===== config.mk =====
export PLATFORM = sky130hd
export DESIGN_NAME = hazard_stall_unit
export DESIGN_NICKNAME = d
export VERILOG_FILES = /design/src/rtl/mips_pkg.sv /design/src/rtl/sat_counter.sv /design/src/rtl/hazard_stall_unit.sv
export SDC_FILE = /design/constraint.sdc
export NUM_CORES = 1
export LEC_CHECK = 0
export ABC_CLOCK_PERIOD_IN_PS = 3150
export CAP_MARGIN = 20
export CELL_PAD_IN_SITES_DETAIL_PLACEMENT = 0
export CELL_PAD_IN_SITES_GLOBAL_PLACEMENT = 2
export CORE_MARGIN = 1.5
export CORE_UTILIZATION = 27
export DETAILED_ROUTE_END_ITERATION = 8
export HOLD_SLACK_MARGIN = 0.12
export PLACE_DENSITY = 0.79
export SETUP_SLACK_MARGIN = 0.2
export SYNTH_ARGS = -nofsm -noshare
export SYNTH_HDL_FRONTEND = slang
export SYNTH_SLANG_ARGS = --single-unit

===== constraint.sdc =====
create_clock -name clk -period 3.15 [get_ports clk]
set_input_delay 0.63 -clock clk [delete_from_list [all_inputs] [get_ports clk]]
set_output_delay 0.63 -clock clk [all_outputs]
set_load 0.03 [all_outputs]

===== src/rtl/mips_pkg.sv =====
// Shared MIPS pipeline definitions: hazard-controller state encoding, the
// hard-wired zero register and the opcodes the ID decoder uses to derive
// usesRt / branch for the hazard logic.
package mips_pkg;

    typedef enum logic {
        ST_RUN      = 1'b0,
        ST_MEM_WAIT = 1'b1
    } state_t;

    localparam logic [4:0] REG_ZERO = 5'd0;

    localparam logic [5:0] OP_RTYPE = 6'h00;
    localparam logic [5:0] OP_BEQ   = 6'h04;
    localparam logic [5:0] OP_BNE   = 6'h05;
    localparam logic [5:0] OP_LW    = 6'h23;
    localparam logic [5:0] OP_SW    = 6'h2b;

    // A producer register matches a consumer source only when the source is
    // actually read and the producer is not $zero (writes to $zero vanish).
    function automatic logic reg_match(input logic [4:0] des,
                                       input logic [4:0] src,
                                       input logic       src_used);
        return src_used && (des != REG_ZERO) && (des == src);
    endfunction

endpackage


===== src/rtl/sat_counter.sv =====
// Saturating event counter: counts inc pulses, sticks at all-ones.
module sat_counter #(
    parameter int CNT_W = 16
) (
    input  logic             clk,
    input  logic             reset,
    input  logic             inc,
    output logic [CNT_W-1:0] count
);

    // Count up on inc, hold once all-ones so statistics never wrap.
    always_ff @(posedge clk) begin
        if (reset) begin
            count <= '0;
        end else if (inc && (count != {CNT_W{1'b1}})) begin
            count <= count + CNT_W'(1);
        end
    end

endmodule


===== src/rtl/hazard_stall_unit.sv =====
// Stall/flush controller for the 5-stage MIPS pipeline. Resolves load-use and
// ID-branch operand hazards with a bubble, flushes IF/ID on taken branches and
// freezes the back end while data memory is not ready. Keeps saturating stall
// statistics and a sticky memory-timeout flag.
module hazard_stall_unit
    import mips_pkg::*;
#(
    parameter int CNT_W   = 16,
    parameter int TIMEOUT = 64
) (
    input  logic             clk,
    input  logic             reset,
    input  logic [4:0]       IFID_rs,
    input  logic [4:0]       IFID_rt,
    input  logic             IFID_usesRt,
    input  logic             ID_branch,
    input  logic             ID_branchTaken,
    input  logic             IDEX_memRead,
    input  logic             IDEX_regWrite,
    input  logic [4:0]       IDEX_desReg,
    input  logic             EXMEM_memRead,
    input  logic             EXMEM_memWrite,
    input  logic [4:0]       EXMEM_desReg,
    input  logic             dmem_ready,
    output logic             PCWrite,
    output logic             IFIDWrite,
    output logic             IDEX_bubble,
    output logic             IFID_flush,
    output logic             pipeFreeze,
    output logic [CNT_W-1:0] stall_cycles,
    output logic [CNT_W-1:0] flush_count,
    output logic [CNT_W-1:0] memwait_cycles,
    output logic             mem_timeout
);

    localparam int WAIT_W = $clog2(TIMEOUT + 1);
    localparam logic [WAIT_W-1:0] WAIT_MAX  = WAIT_W'(TIMEOUT);
    localparam logic [WAIT_W-1:0] WAIT_LAST = WAIT_W'(TIMEOUT - 1);

    state_t            state;
    logic [WAIT_W-1:0] wait_cnt;
    logic              timeout_q;

    logic ex_hit;
    logic mem_hit;
    logic load_use;
    logic br_hz;
    logic mem_busy;
    logic freeze;
    logic hazard_stall;
    logic do_flush;

    // Operand matches against the EX and MEM producers (never on $zero).
    assign ex_hit  = reg_match(IDEX_desReg, IFID_rs, 1'b1) ||
                     reg_match(IDEX_desReg, IFID_rt, IFID_usesRt);
    assign mem_hit = reg_match(EXMEM_desReg, IFID_rs, 1'b1) ||
                     reg_match(EXMEM_desReg, IFID_rt, IFID_usesRt);

    assign load_use = IDEX_memRead && ex_hit;
    // Branches compare in ID, so an ALU result still in EX or a load still in
    // MEM cannot be forwarded in time; a load feeding a branch stalls twice.
    assign br_hz    = ID_branch && ((IDEX_regWrite && ex_hit) ||
                                    (EXMEM_memRead && mem_hit));
    assign mem_busy = (EXMEM_memRead || EXMEM_memWrite) && !dmem_ready;

    // Priority freeze > hazard stall > flush; the branch outcome is only
    // trusted once its operands are ready, so no flush while stalling.
    always_comb begin
        freeze       = 1'b0;
        hazard_stall = 1'b0;
        do_flush     = 1'b0;
        if (!reset) begin
            if (state == ST_MEM_WAIT) begin
                freeze = !dmem_ready;
            end else begin
                freeze = mem_busy;
            end
            if (!freeze) begin
                if (load_use || br_hz) begin
                    hazard_stall = 1'b1;
                end else if (ID_branch && ID_branchTaken) begin
                    do_flush = 1'b1;
                end
            end
        end
    end

    assign PCWrite     = !(freeze || hazard_stall);
    assign IFIDWrite   = !(freeze || hazard_stall);
    assign IDEX_bubble = hazard_stall;
    assign IFID_flush  = do_flush;
    assign pipeFreeze  = freeze;
    assign mem_timeout = timeout_q;

    // Track memory wait state and consecutive freeze cycles; timeout is sticky.
    always_ff @(posedge clk) begin
        if (reset) begin
            state     <= ST_RUN;
            wait_cnt  <= '0;
            timeout_q <= 1'b0;
        end else begin
            case (state)
                ST_RUN:      state <= mem_busy   ? ST_MEM_WAIT : ST_RUN;
                ST_MEM_WAIT: state <= dmem_ready ? ST_RUN      : ST_MEM_WAIT;
                default:     state <= ST_RUN;
            endcase
            if (freeze) begin
                if (wait_cnt != WAIT_MAX) begin
                    wait_cnt <= wait_cnt + WAIT_W'(1);
                end
                if (wait_cnt >= WAIT_LAST) begin
                    timeout_q <= 1'b1;
                end
            end else begin
                wait_cnt <= '0;
            end
        end
    end

    sat_counter #(.CNT_W(CNT_W)) u_stall_cnt (
        .clk   (clk),
        .reset (reset),
        .inc   (hazard_stall),
        .count (stall_cycles)
    );

    sat_counter #(.CNT_W(CNT_W)) u_flush_cnt (
        .clk   (clk),
        .reset (reset),
        .inc   (do_flush),
        .count (flush_count)
    );

    sat_counter #(.CNT_W(CNT_W)) u_memwait_cnt (
        .clk   (clk),
        .reset (reset),
        .inc   (freeze),
        .count (memwait_cycles)
    );

endmodule


==> reports/metrics.csv <==
metric,value,unit
Die Y,107,µm
layout cells sized above 1,13.2,%
Critical Path AT,2250,ps
status,"complete, no violations",
min-delay worst type,flip-flop to flip-flop,
Placer Congestion,0.870,
synthesized area per cell,8.42,µm²
worst vdd ir,0.206,mV
ys flop type,dfxtp_1,
CP required,2520,ps
Die Wd,107,µm
worst-margin pin slew,581,ps
synthesized area,2940,µm²
"commonest non-fill, non-tap cell in the layout",clkdlybuf4s50_1,
area grow syn2layout,44.6,%
Final Skew,12.9,ps
DRT antenna net count,0,
largest net degree at the start of global routing,33,
worst-path maximum fanout,4,
vias per cell,4.79,
fraction of registers with async set or reset after synthesis,0,%
sequential share of the synthesized area,38.8,%
Synth Instances,349,
DR DRC count,0,
Setup-failing EPs final,0,
via count,2823,
Peak Freq,347,MHz
CTS tree,built,
"Slew Viols, Final",0,
TritonCTS Buffers,9,
YS warnings,0,
Final min period,2880,ps
initial antenna violation count,0,
drt initial violations,56,
Max Cap Viol,0,
Synth cell types,49,
LEAKAGE,1.59,nW
critical path launch point type,input port,
# hold bufs at CTS,0,
Worst-Skew Late Latency,330,ps
full die area,11500,µm²
first-pass GRT wire length,13200,µm
IO buf count,83,
fin area,4250,µm²
vias in the first global route,2681,
"EDFF count, synth",0,
Root Buffer Master,clkbuf_8,
drt wl/cell,13.8,µm
worst hold slack,470,ps
"Hold Vio Cnt, Final",0,
#FFs+latches synth,57,
DPL Wire Length,6120,µm
"Period Utilization, post-route",91.4,%
final WL,8100,µm
clock transition at the registers of the reported paths,60,ps
CTS sink cnt,57,
utilization after layout,40.6,%
Post-Route Setup TNS,0,ps
starting density of the core,28.1,%
DP Area,4030,µm²
Crit. End Element,output port,
H-tree depth,3,
All-Layer GR Usage,14.4,%
Setup Crit Path Kind,input port to output port,
Cell Pwr Density,386,nW/µm²
number of top-level pins,84,
fin nets,484,
std cell rows,37,
n_diodes,0,
worst relative slew slack,60.9,%
clk buf depth,2,
Core ar.,10500,µm²
Syn Nets,384,
GRT overflow,0,
Pre-Repair DR Iteration Count,4,
most frequent cells in the layout,"clkdlybuf4s50_1, dfxtp_1, nor2_1",
RSZ-0062 raised after global routing,no,
==> worst max-delay path: stages <==
cell           delay (ps)
dlygate4sd2_1         260
or4_4                 520
o211ai_2              190
o32ai_4               120
and2b_2               270
nor2_4                120
buf_6                 140
==> power by group <==
part / switching, mW / internal, mW / total [mW]
Combinational: 0.0869 / 0.0734 / 0.160
Sequential: 0.00643 / 0.726 / 0.732
Clock: 0.289 / 0.462 / 0.751
==> layer usage <==
layer	track usage, %	wire length (µm)
met1	18.2	3750
met2	24.0	3950
met3	2.72	286
met4	6.11	119
met5	0	0
==> final timing paths <==
| path | depth (start not counted) | slack [ps] | start | endpoint |
|---|---|---|---|---|
| worst min-delay path | 1 | 470 | mem_timeout | mem_timeout |
| worst min register to register | 1 | 470 | mem_timeout | mem_timeout |
| worst max register to register | 7 | 990 | u_memwait_cnt.count[9] | u_memwait_cnt.count[13] |
| worst max-delay path | 7 | 270 | EXMEM_desReg[1] | IFIDWrite |
==> state kept, by name, indices dropped and copies added (netlist names) <==
signal	flops
mem_timeout	1
state	1
u_flush_cnt.count	16
u_memwait_cnt.count	16
u_stall_cnt.count	16
wait_cnt	7
==> repair_timing <==
action,4_1_cts,5_1_grt
pin swaps,10,9
endpoints found under the setup margin,4,4
hold endpoints to repair,0,0
buffers inserted,0,0
cloned,0,0
gates resized for setup,25,18
==> area by class of cell <==
cell class	instances	area (µm²)
well taps	136	170
multi-input cells	275	1790
clock buffers	12	145
inverters	6	22.5
clock inverters	3	65.1
repair buffers	100	923
fillers	1099	6210
flip-flops and latches	57	1140
==> Yosys cell counts (2+ instances only) <==
cell | count | area [µm²]
nand3_1 | 26 | 130
o21ai_0 | 12 | 60.1
nand2_1 | 25 | 93.8
xnor2_1 | 12 | 105
buf_4 | 2 | 15.0
nor2b_1 | 2 | 12.5
clkbuf_1 | 5 | 18.8
nor3_1 | 8 | 40.0
xor2_1 | 39 | 342
dfxtp_1 | 57 | 1140
buf_2 | 4 | 20.0
nor4_1 | 3 | 18.8
inv_1 | 5 | 18.8
or3_1 | 12 | 75.1
nand4_1 | 15 | 93.8
ha_1 | 5 | 62.6
or4_1 | 2 | 15.0
a31oi_1 | 2 | 12.5
a21oi_1 | 16 | 80.1
mux2i_1 | 5 | 50.1
and2_1 | 2 | 12.5
a32oi_1 | 2 | 17.5
and3_1 | 6 | 37.5
a41oi_1 | 2 | 17.5
nor2_1 | 51 | 191
a311oi_1 | 2 | 17.5
and4_1 | 5 | 43.8
==> kinds of logic (layout without fill, tap and decap cells) <==
group | after synthesis | in the layout | synth area share [%]
compound gates | 45 | 45 | 9.75
xor+xnor | 51 | 51 | 15.2
fa+ha+maj | 5 | 5 | 2.13
buf+inv | 17 | 121 | 2.60
flops | 57 | 57 | 38.8
mux | 6 | 6 | 2.09
simple gates | 168 | 168 | 29.4
==> stage by stage <==
step           setup WS, ps  instances  power, mW
5_1_grt                 218        589       1.72
6_report                271        589       1.64
3_5_place_dp          -36.8        574      0.910
2_1_floorplan           279        349      0.822
4_1_cts                 205        589       1.67
3_3_place_gp          -18.0        574      0.911
(Power assumes the default switching activity.)
